`src/rtl/fetch_sequencer_pkg.sv`:
```
// Shared types and constants for the LEGv8 fetch sequencer and its PC adder.
package fetch_sequencer_pkg;

    localparam int PC_W_DEF   = 64;
    localparam int INST_W_DEF = 32;
    localparam int CNT_W_DEF  = 32;

    localparam int PC_INC   = 4;
    localparam int BR_SHIFT = 2;

    typedef enum logic [2:0] {
        ST_BOOT,
        ST_FETCH,
        ST_EXEC,
        ST_HALT,
        ST_FAULT
    } state_t;

endpackage

```
`src/rtl/fetch_sequencer_pc_next_calc.sv`:
```
// Next-PC adder: sequential step or taken branch with word offset; wraps modulo 2^PC_W.
module pc_next_calc
    import fetch_sequencer_pkg::*;
#(
    parameter int PC_W = PC_W_DEF
) (
    input  logic [PC_W-1:0] currentpc,
    input  logic [PC_W-1:0] signextimm64,
    input  logic            branch,
    input  logic            aluzero,
    input  logic            uncondbranch,
    output logic [PC_W-1:0] next
);

    logic            take;
    logic [PC_W-1:0] offset;

    assign take = uncondbranch | (branch & aluzero);
    // Shifting within PC_W drops the immediate's top bits on purpose.
    assign offset = signextimm64 << BR_SHIFT;
    assign next = take ? (currentpc + offset) : (currentpc + PC_W'(PC_INC));

endmodule

```
`src/rtl/fetch_sequencer.sv`:
```
// Multi-cycle fetch/execute controller owning the PC: boot, fetch handshake, commit, halt, fault.
module fetch_sequencer
    import fetch_sequencer_pkg::*;
#(
    parameter int PC_W   = PC_W_DEF,
    parameter int INST_W = INST_W_DEF,
    parameter int CNT_W  = CNT_W_DEF
) (
    input  logic              CLK,
    input  logic              resetl,
    input  logic [PC_W-1:0]   startpc,
    output logic              imem_req,
    output logic [PC_W-1:0]   imem_addr,
    input  logic              imem_ack,
    input  logic [INST_W-1:0] imem_rdata,
    output logic              inst_valid,
    output logic [INST_W-1:0] instruction,
    output logic [PC_W-1:0]   currentpc,
    input  logic              exec_done,
    input  logic              branch,
    input  logic              uncondbranch,
    input  logic              aluzero,
    input  logic [PC_W-1:0]   signextimm64,
    input  logic              halt_req,
    output logic              halted,
    output logic              fault,
    output logic [CNT_W-1:0]  retired
);

    state_t          state, state_nxt;
    logic [PC_W-1:0] pc_next;
    logic            fetch_hit, exec_hit;

    pc_next_calc #(.PC_W(PC_W)) u_pc_next (
        .currentpc   (currentpc),
        .signextimm64(signextimm64),
        .branch      (branch),
        .aluzero     (aluzero),
        .uncondbranch(uncondbranch),
        .next        (pc_next)
    );

    // Handshake outputs decode straight from state so reset drops them asynchronously.
    assign imem_req   = (state == ST_FETCH);
    assign inst_valid = (state == ST_EXEC);
    assign halted     = (state == ST_HALT);
    assign fault      = (state == ST_FAULT);
    assign imem_addr  = currentpc;

    assign fetch_hit = imem_req & imem_ack;
    assign exec_hit  = inst_valid & exec_done;

    always_ff @(posedge CLK or negedge resetl) begin
        if (!resetl) state <= ST_BOOT;
        else         state <= state_nxt;
    end

    always_comb begin
        state_nxt = state;
        case (state)
            ST_BOOT:  state_nxt = (startpc[1:0] != 2'b00) ? ST_FAULT : ST_FETCH;
            ST_FETCH: if (imem_ack) state_nxt = ST_EXEC;
            ST_EXEC:  if (exec_done) state_nxt = halt_req ? ST_HALT : ST_FETCH;
            ST_HALT:  state_nxt = ST_HALT;
            ST_FAULT: state_nxt = ST_FAULT;
            default:  state_nxt = ST_BOOT;
        endcase
    end

    always_ff @(posedge CLK or negedge resetl) begin
        if (!resetl) begin
            currentpc   <= '0;
            instruction <= '0;
            retired     <= '0;
        end else begin
            if (state == ST_BOOT) currentpc <= startpc;
            if (fetch_hit)        instruction <= imem_rdata;
            if (exec_hit) begin
                retired <= retired + CNT_W'(1);
                // A halting instruction retires but leaves the PC pointing at itself.
                if (!halt_req) currentpc <= pc_next;
            end
        end
    end

endmodule

```
`config.mk`:
```
export PLATFORM = sky130hd
export DESIGN_NAME = fetch_sequencer
export DESIGN_NICKNAME = d
export VERILOG_FILES = /design/src/rtl/fetch_sequencer_pkg.sv /design/src/rtl/fetch_sequencer_pc_next_calc.sv /design/src/rtl/fetch_sequencer.sv
export SDC_FILE = /design/constraint.sdc
export NUM_CORES = 1
export LEC_CHECK = 0
export ABC_AREA = 0
export CORE_ASPECT_RATIO = 0.75
export CORE_UTILIZATION = 25
export CTS_BUF_LIST = sky130_fd_sc_hd__clkbuf_8
export CTS_CLUSTER_SIZE = 20
export DETAILED_ROUTE_END_ITERATION = 6
export SYNTH_ARGS = -nofsm -noshare
export SYNTH_HDL_FRONTEND = slang
export SYNTH_SLANG_ARGS = --single-unit
```
`constraint.sdc`:
```
create_clock -name CLK -period 5.55 [get_ports CLK]
set_input_delay 1.665 -clock CLK [delete_from_list [all_inputs] [get_ports CLK]]
set_output_delay 1.665 -clock CLK [all_outputs]
set_load 0.01 [all_outputs]
```
==> impl_metrics.csv, run 1 <==
group,metric,value,unit
run_status,status,"complete, no violations",
floorplan,die_area,0.04150,mm²
setup_path,crit_path_start_kind,"input pin",
final_layout,syn2layout_area_growth,48.59,%
setup_path,crit_type,"in2reg",
cts,clk_pin_slew,100,ps
job,max-cap-violations,0,
placed_design,dpl_cell_area,0.01471,mm²
detailed_routing,ant_nets,0,
cts,cts_root_buf,"clkbuf_8",
floorplan,ios,364,
cts,cts_buffers,17,
power_and_ir_drop,power_density,311.0,mW/mm²
timing,worst_slew_pin_slew,962.5,ps
yosys,ys_top_cells_by_area,"dfrtp_1, ha_1, nor2b_1",
cts,clock-sinks,131,
yosys,ys_types,67,
yosys,synthesis.nets,1392,
final_layout,finalNonFillerCells,2072,
power_and_ir_drop,p_leak,6.503,nW
placed_design,dpl.hpwl,28560,µm
global_routing,antenna_found_initial,1,
placed_design,dp_cells,2039,
yosys,synth_seq_cells,131,
power_and_ir_drop,p_total,0.004700,W
final_layout,drive_above_1_share,0.1457,
floorplan,core_area,0.03981,mm²
timing,grt_setup_unrepaired,"false",
setup_path,worstSetupEndpointType,"flop",
detailed_routing,num_vias,9870,
setup_path,arrival,5580,ps
global_routing,grt_usage,0.1722,
floorplan,dieWidth,234.9,µm
placed_design,dp_worst_setup_slack,-174.0,ps
detailed_routing,drt_iter0_drc,678,
yosys,ys_warn_count,0,
timing,setup_viol,0,
cts,postCtsHoldBufs,0,
power_and_ir_drop,peakVddDrop,0.1376,mV
placed_design,io_buffers,361,
setup_path,path_max_fanout,4,
cts,cts_resized,0,
detailed_routing,drtPass1Iterations,5,
yosys,ys_seq_area_frac,0.3223,
yosys,synth-edff-count,0,
detailed_routing,wl,35860,µm
timing,period_minus_slack,5206,ps
global_routing,grt_overflow,0,
floorplan,start_util,0.2555,
detailed_routing,avgRoutedWirePerCell,17.31,µm
timing,drv_slew,0,
detailed_routing,drc_errors,0,
cts,cts_buffer_depth,2,
cts,cts_tree,"yes",
cts,cts_setup_buffers,0,
yosys,ys_async_sr_fraction,1.000,
yosys,synth_ff_type,"dfrtp_1",
detailed_routing,viasPerCell,4.764,
timing,period_share,0.9381,
min_path,hold_class,"reg2reg",
timing,fin_ws,343.6,ps
final_layout,stdcell_area,0.01511,mm²
yosys,syn_area,0.01017,mm²
global_routing,grt_max_degree,59,
global_routing,grt_pass1_vias,9824,
timing,slew_headroom,0.3584,
final_layout,final_util,0.3797,
global_routing,grt_pass1_wl,55960,µm
cts,cts_htree_levels,4,
timing,timing.fmax,192.1,MHz
placed_design,place_congestion,0.8918,
cts,clk_latency,480,ps
yosys,synth_area_per_cell,8.761,µm²
final_layout,nFillCells,4020,
yosys,yosysTopAreaCellShare,0.3223,
yosys,synth_top_area_cell,"dfrtp_1",
floorplan,die_h,176.7,µm
floorplan,rows,63,
final_layout,fin_nets,1769,
timing,hold_viol_final,0,
timing,finClkSkew,17.20,ps
yosys,syn_inst,1161,
setup_path,cp.required,5930,ps
[final timing paths]
path                              startpoint       endpoint  slack, ps  depth (start not counted)
worst max-delay path                  branch  currentpc[58]        340                         14
worst min-delay path             retired[31]    retired[31]        490                          1
worst max register to register  currentpc[2]  currentpc[58]       1920                         11
worst min register to register   retired[31]    retired[31]        490                          1
max in group asynchronous             resetl  currentpc[35]       3310                          2
min in group asynchronous             resetl  currentpc[29]       1110                          1
[layer usage]
layer,share of wire,vias up,GRT usage
met4,0.0091,0,0.03399
met5,0,-,0
li1,-,4801,-
met3,0.039,20,0.03213
met2,0.46,262,0.2781
met1,0.49,4787,0.2394
[cells by family (layout without fill, tap and decap cells)]
| kind of cell | after synthesis | count (layout) | share of synthesized area |
|---|---|---|---|
| buffers and inverters | 155 | 545 | 0.08254 |
| other | 0 | 1 | 0 |
| AOI/OAI and AO/OA | 304 | 304 | 0.1880 |
| muxes | 80 | 80 | 0.08365 |
| DFF | 131 | 131 | 0.3223 |
| xor gates and xnor gates | 85 | 85 | 0.07320 |
| and+or+nand+nor | 343 | 343 | 0.1721 |
| adders and majority gates | 63 | 63 | 0.07824 |
[through the flow]
step / setup TNS [ps] / hold slack (ps)
2_1_floorplan: 0 / 503.9
3_3_place_gp: -217.3 / 458.5
3_5_place_dp: -444.7 / 468.5
4_1_cts: 0 / 494.8
5_1_grt: 0 / 513.2
6_report: 0 / 488.6
[flip-flops by register name (all words and copies together) (netlist names)]
register,count
currentpc,64
retired,32
state,3
instruction,32
[synth_stat cells (all sizes together), types with 3 or more instances]
library cell,n
or3,5
o21bai,12
and2,9
nand2,108
o21ai,83
o31ai,4
xnor2,51
buf,81
nand2b,6
a221oi,3
o21a,4
o221ai,3
inv,20
a211o,3
and3,13
xor2,34
nor3b,4
a21oi,95
nor3,17
dfrtp,131
a41oi,3
a21o,30
mux2i,40
nor2b,86
a31oi,11
nand4,25
o2111ai,4
nor2,40
ha,62
nand3,22
clkbuf,54
a2111oi,3
mux2,40
a211oi,26
[critical path, cell delays in order]
cell	delay [ps]
clkdlybuf4s50_1	510
a21oi_4	80
or2_2	280
ha_1	210
fa_1	400
a211o_1	320
a211o_1	360
a22o_2	260
a211oi_2	350
o21ai_2	140
a31oi_4	300
o31ai_2	150
a2111o_1	420
o211a_1	130
[power by group]
part | total (W) | switching [W] | internal (W)
clock | 0.000876 | 0.000499 | 0.000377
combinational | 0.00254 | 0.00118 | 0.00136
sequential | 0.00128 | 0.000192 | 0.00109
[final cells by class]
cell class                 count  area, µm²  share of cell area
sequential                   131       3278              0.2169
clock buffer                  17      234.0             0.01548
inverter                      20      75.07            0.004967
multi-input combinational    875       6077              0.4021
tap                          520      650.6             0.04305
timing repair buffer         493       4631              0.3064
clock inverter                15      165.2             0.01093
antenna                        1      2.502           0.0001656
[placed cells by master (no fill, tap or decap), types with 51 or more instances in the layout]
master	n
o21ai_0	81
ha_1	62
buf_4	130
clkdlybuf4s50_1	360
dfrtp_1	131
a21oi_1	94
nor2b_1	85
nand2_1	108
xnor2_1	51
Power figures use the tool's default switching activity.
==> inputs of run 2 (changes only) <==
- GPL_TIMING_DRIVEN: not set -> 0
==> run 2 against run 1 <==
Combinational power shrank 4%. Sequential cell count unchanged. Setup slack lost 300 ps. Sequential share of layout area hardly changed. Routed wire length grew 9.0%. Via count increased by 2.2%. First-iteration DRC count grew 15%. Final cell count grew 0.58%. Die area is the same. Sequential power hardly changed. Power shrank 0.95%. Design area decreased by 0.22%. Critical path type unchanged. Critical endpoint unchanged.
==> impl_metrics.csv, run 2 (same netlist as run 1, synthesis figures left out) <==
group,metric,value,unit
power_and_ir_drop,p_leak,6.377,nW
timing,fin_ws,47.86,ps
min_path,worstHoldStart,"retired[31]",
run_status,status,"complete, no violations",
setup_path,reg2reg_from,"currentpc[2]",
detailed_routing,drt_iter0_drc,779,
timing,grt_setup_unrepaired,"false",
detailed_routing,num_vias,10090,
cts,cts_buffers,17,
timing,finClkSkew,19.39,ps
global_routing,grt_pass1_vias,10000,
min_path,hold_path_end,"retired[31]",
final_layout,fin_nets,1778,
placed_design,io_buffers,361,
power_and_ir_drop,peakVddDrop,0.1336,mV
timing,setup_viol,0,
final_layout,stdcell_area,0.01508,mm²
timing,period_share,0.9914,
timing,timing.fmax,181.7,MHz
floorplan,die_h,176.7,µm
final_layout,nFillCells,4045,
setup_path,arrival,5880,ps
cts,cts_tree,"yes",
setup_path,worstSetupEndpointType,"flop",
timing,drv_slew,0,
placed_design,dp_worst_setup_slack,-1411,ps
cts,clk_latency,490,ps
final_layout,register_area,0.003278,mm²
power_and_ir_drop,p_total,0.004656,W
final_layout,multiInputGateArea,0.006165,mm²
global_routing,grt_usage,0.1860,
timing,hold_viol_final,0,
setup_path,crit_path_start_kind,"input pin",
setup_path,r2r_cells,11,
job,max-cap-violations,0,
detailed_routing,viasPerCell,4.841,
final_layout,largest_register_ffs,64,
final_layout,reg_top3,"currentpc: 64 flops, instruction: 32 flops, retired: 32 flops",
detailed_routing,avgRoutedWirePerCell,18.76,µm
final_layout,drive_above_1_share,0.1218,
global_routing,grt_pass1_wl,58930,µm
placed_design,place_congestion,0.8985,
timing,slew_headroom,0.3880,
min_path,hold_depth,1,
cts,postCtsHoldBufs,0,
final_layout,syn2layout_area_growth,48.27,%
floorplan,core_area,0.03981,mm²
setup_path,path_max_fanout,10,
final_layout,final_common_cell,"clkdlybuf4s50_1",
floorplan,dieWidth,234.9,µm
final_layout,top_register,"currentpc",
global_routing,antenna_found_initial,5,
setup_path,cp.required,5930,ps
setup_path,rrSetupSlack,1820,ps
timing,period_minus_slack,5502,ps
placed_design,dpl_cell_area,0.01448,mm²
floorplan,start_util,0.2555,
global_routing,grt_max_degree,83,
cts,cts_htree_levels,4,
floorplan,die_area,0.04150,mm²
placed_design,dpl.hpwl,30910,µm
detailed_routing,drc_errors,0,
floorplan,rows,63,
cts,cts_root_buf,"clkbuf_8",
setup_path,r2r-end,"currentpc[58]",
cts,clock-sinks,131,
detailed_routing,drtPass1Iterations,5,
timing,worst_slew_pin_slew,917.9,ps
detailed_routing,ant_nets,0,
power_and_ir_drop,power_density,308.7,mW/mm²
final_layout,mostFrequentLayoutCells,"clkdlybuf4s50_1, dfrtp_1, nand2_1",
min_path,hold_class,"reg2reg",
cts,clk_pin_slew,100,ps
setup_path,crit_type,"in2reg",
final_layout,final_util,0.3788,
global_routing,grt_overflow,0,
floorplan,ios,364,
detailed_routing,wl,39100,µm
cts,cts_buffer_depth,2,
-- run 2: cell type report --
type,count,area share
multi-input combinational,875,0.4088
timing repair buffer,367,0.2451
sequential,131,0.2174
buffer,135,0.05185
tap,520,0.04314
clock buffer,17,0.01551
clock inverter,15,0.01261
inverter,20,0.004978
antenna,4,0.0006637
-- run 2: per-layer routing --
layer | up-vias | GRT usage | wire length (µm)
li1 | 4825 | - | -
met1 | 4908 | 0.2529 | 18530
met2 | 309 | 0.2996 | 18180
met3 | 44 | 0.03369 | 1737
met4 | 2 | 0.05674 | 635
met5 | - | 0 | 14
-- run 2: power by group --
part	switching (W)	total, W	leakage, nW	internal (W)
Clock	0.000503	0.000926	0.213	0.000423
Sequential	0.000200	0.00129	1.72	0.00109
Combinational	0.00118	0.00244	4.44	0.00126
-- run 2: through the flow --
stage	cells	setup TNS (ps)	hold WS (ps)
final	2084	0	482.1
after global routing	2084	0	510.0
after CTS	2077	0	483.8
after detailed placement	2044	-39740	460.1
after global placement	2042	-448720	458.1
after floorplan	1161	0	503.9
-- run 2: worst max path at each step --
stage,endpoint,slack (ps),startpoint,depth (start not counted)
6_report,currentpc[58],50,aluzero,15
3_5_place_dp,currentpc[59],-1410,branch,15
4_1_cts,currentpc[59],20,branch,15
3_3_place_gp,retired[29],-3160,resetl,1
5_1_grt,currentpc[58],20,aluzero,15
2_1_floorplan,currentpc[58],420,branch,14
-- run 2: worst max-delay path, stage by stage --
cell and delay [ps]:
clkdlybuf4s50_1 510, a21oi_4 140, buf_8 180, or2_2 270
ha_1 210, fa_2 380, a211o_1 330, a211o_1 340
a22o_2 280, a211oi_4 360, o21ai_4 130, a31oi_4 350
o31ai_4 150, a2111o_1 430, o211a_1 140
-- run 2: repair_timing --
action,4_1_cts,5_1_grt
gates cloned,0,0
buffers inserted,1,3
gates resized for setup,15,18
setup endpoints to repair,35,17
pin swaps,2,4
==> inputs of run 3 (changes only) <==
- CORE_UTILIZATION: 25 -> 51
- PLACE_DENSITY: not set -> 0.9
==> run 3 against run 2 <==
Global-route usage increased by 16 points. Sequential share of layout area is 0.67 points higher. Final cell count fell by 13%. Die area is 51% lower. Setup slack gained 43 ps. Critical endpoint unchanged.
==> impl_metrics.csv, run 3 (same netlist as run 1, synthesis figures left out) <==
group,metric,value,unit
power_and_ir_drop,power_density,310.0,mW/mm²
floorplan,rows,44,
timing,period_minus_slack,5459,ps
placed_design,place_congestion,0.9198,
global_routing,grt_overflow,0,
timing,setup_viol,0,
floorplan,die_h,124.3,µm
setup_path,crit_path_start_kind,"input pin",
floorplan,core_area,0.01943,mm²
setup_path,cp.required,5890,ps
setup_path,arrival,5800,ps
final_layout,mostFrequentLayoutCells,"clkdlybuf4s50_1, dfrtp_1, nand2_1",
floorplan,start_util,0.5234,
setup_path,path_max_fanout,10,
final_layout,finalNonFillerCells,1814,
final_layout,drive_above_1_share,0.1172,
setup_path,crit_chain,"clkdlybuf4s50_1, a21oi_4, clkbuf_8, or2_2, ha_1, fa_2, a211o_1, a211o_1, a22o_2, a211oi_4, o21ai_4, a31oi_4, o31ai_2, a2111o_1, o211a_1",
final_layout,final_common_cell,"clkdlybuf4s50_1",
setup_path,critPathMaxStageDelay,540,ps
global_routing,grt_pass1_wl,54320,µm
global_routing,antenna_found_initial,0,
global_routing,grt_usage,0.3414,
placed_design,io_buffers,361,
cts,clk_latency,460,ps
final_layout,largest_register_ffs,64,
detailed_routing,avgRoutedWirePerCell,19.46,µm
cts,clock-sinks,131,
detailed_routing,num_vias,10470,
cts,cts_buffers,17,
final_layout,syn2layout_area_growth,43.86,%
detailed_routing,drc_errors,0,
global_routing,grt_pass1_vias,10190,
floorplan,ios,364,
final_layout,reg_top3,"currentpc: 64 flops, instruction: 32 flops, retired: 32 flops",
setup_path,crit_type,"in2reg",
min_path,hold_class,"reg2reg",
timing,period_share,0.9836,
detailed_routing,viasPerCell,5.770,
timing,whs,488.8,ps
detailed_routing,ant_nets,0,
cts,cts_htree_levels,4,
setup_path,worstSetupEndpointType,"flop",
power_and_ir_drop,p_leak,6.336,nW
detailed_routing,wl,35310,µm
power_and_ir_drop,peakVddDrop,0.2419,mV
final_layout,nFillCells,1399,
setup_path,critPathTopFamily,"compound AO/OA/AOI/OAI gates",
timing,drv_slew,0,
floorplan,die_area,0.02052,mm²
final_layout,top_register,"currentpc",
timing,finClkSkew,17.89,ps
timing,hold_viol_final,0,
timing,grt_setup_unrepaired,"false",
setup_path,crit_top_cell,"a211o_1",
global_routing,grt_max_degree,92,
cts,cts_tree,"yes",
placed_design,dpl.hpwl,27470,µm
final_layout,fin_nets,1779,
run_status,status,"complete, no violations",
floorplan,dieWidth,165.1,µm
cts,cts_root_buf,"clkbuf_8",
cts,clk_pin_slew,100,ps
cts,cts_buffer_depth,2,
job,max-cap-violations,0,
final_layout,diodes,0,
detailed_routing,drtPass1Iterations,6,
final_layout,final_util,0.7529,
timing,slew_headroom,0.4049,
setup_path,cp.buffers_inverters,2,
placed_design,dp_cells,1777,
cts,postCtsHoldBufs,0,
detailed_routing,drt_iter0_drc,1080,
setup_path,crit_slowest_cell,"clkdlybuf4s50_1",
timing,timing.fmax,183.2,MHz
timing,worst_slew_pin_slew,892.6,ps
[run 3: cell types whose count changed in the layout (fill, tap and decap cells not counted), moves of 2 or more]
cell	change
clkinv_2	+2
clkbuf_2	-3
bufinv_16	-2
buf_4	+2
diode_2	-4
clkbuf_1	+3
[run 3: per-stage QoR]
step	cell area [µm²]	power [W]	TNS [ps]	setup WS, ps
after global placement	14100	0.003601	-356570	-2551
after floorplan	10170	0.002646	0	419.3
after detailed placement	14150	0.003656	-27450	-1019
final	14630	0.004536	0	91.25
after CTS	14580	0.004487	-0.6821	-0.6821
after global routing	14630	0.004783	0	24.62
[run 3: path summary, 6_finish.rpt]
| path | slack (ps) | cells after the start | to | startpoint |
|---|---|---|---|---|
| setup / recovery | 90 | 15 | currentpc[58] | aluzero |
| hold / removal | 490 | 1 | retired[31] | retired[31] |
| setup reg to reg | 1990 | 11 | currentpc[58] | currentpc[2] |
| hold reg to reg | 490 | 1 | retired[31] | retired[31] |
| max in group asynchronous | 3590 | 2 | currentpc[11] | resetl |
| min in group asynchronous | 1110 | 1 | instruction[27] | resetl |
[run 3: layout make-up]
cell class | count | area (µm²) | share of cell area
timing repair buffer | 368 | 3691 | 0.2523
clock buffer | 17 | 234.0 | 0.01599
sequential | 131 | 3278 | 0.2240
multi-input combinational | 875 | 6121 | 0.4183
clock inverter | 15 | 138.9 | 0.009492
inverter | 20 | 75.07 | 0.005131
tap | 253 | 316.6 | 0.02164
buffer | 135 | 777.0 | 0.05310
[run 3: where the power goes]
part           switching [W]  leakage (nW)  internal (W)
clock               0.000470         0.188      0.000330
sequential          0.000194          1.72       0.00109
combinational        0.00119          4.42       0.00126
[run 3: timing repair]
item / in CTS / in global routing
pin swaps: 2 / 5
setup endpoints to repair: 35 / 21
setup buffers: 2 / 3
gates resized for setup: 9 / 11
[run 3: per-layer routing]
metal	track usage	vias up	part of all wire
met1	0.4742	5024	0.44
met2	0.5427	540	0.46
li1	-	4828	-
met4	0.1042	0	0.024
met3	0.05295	74	0.072
met5	0	-	0
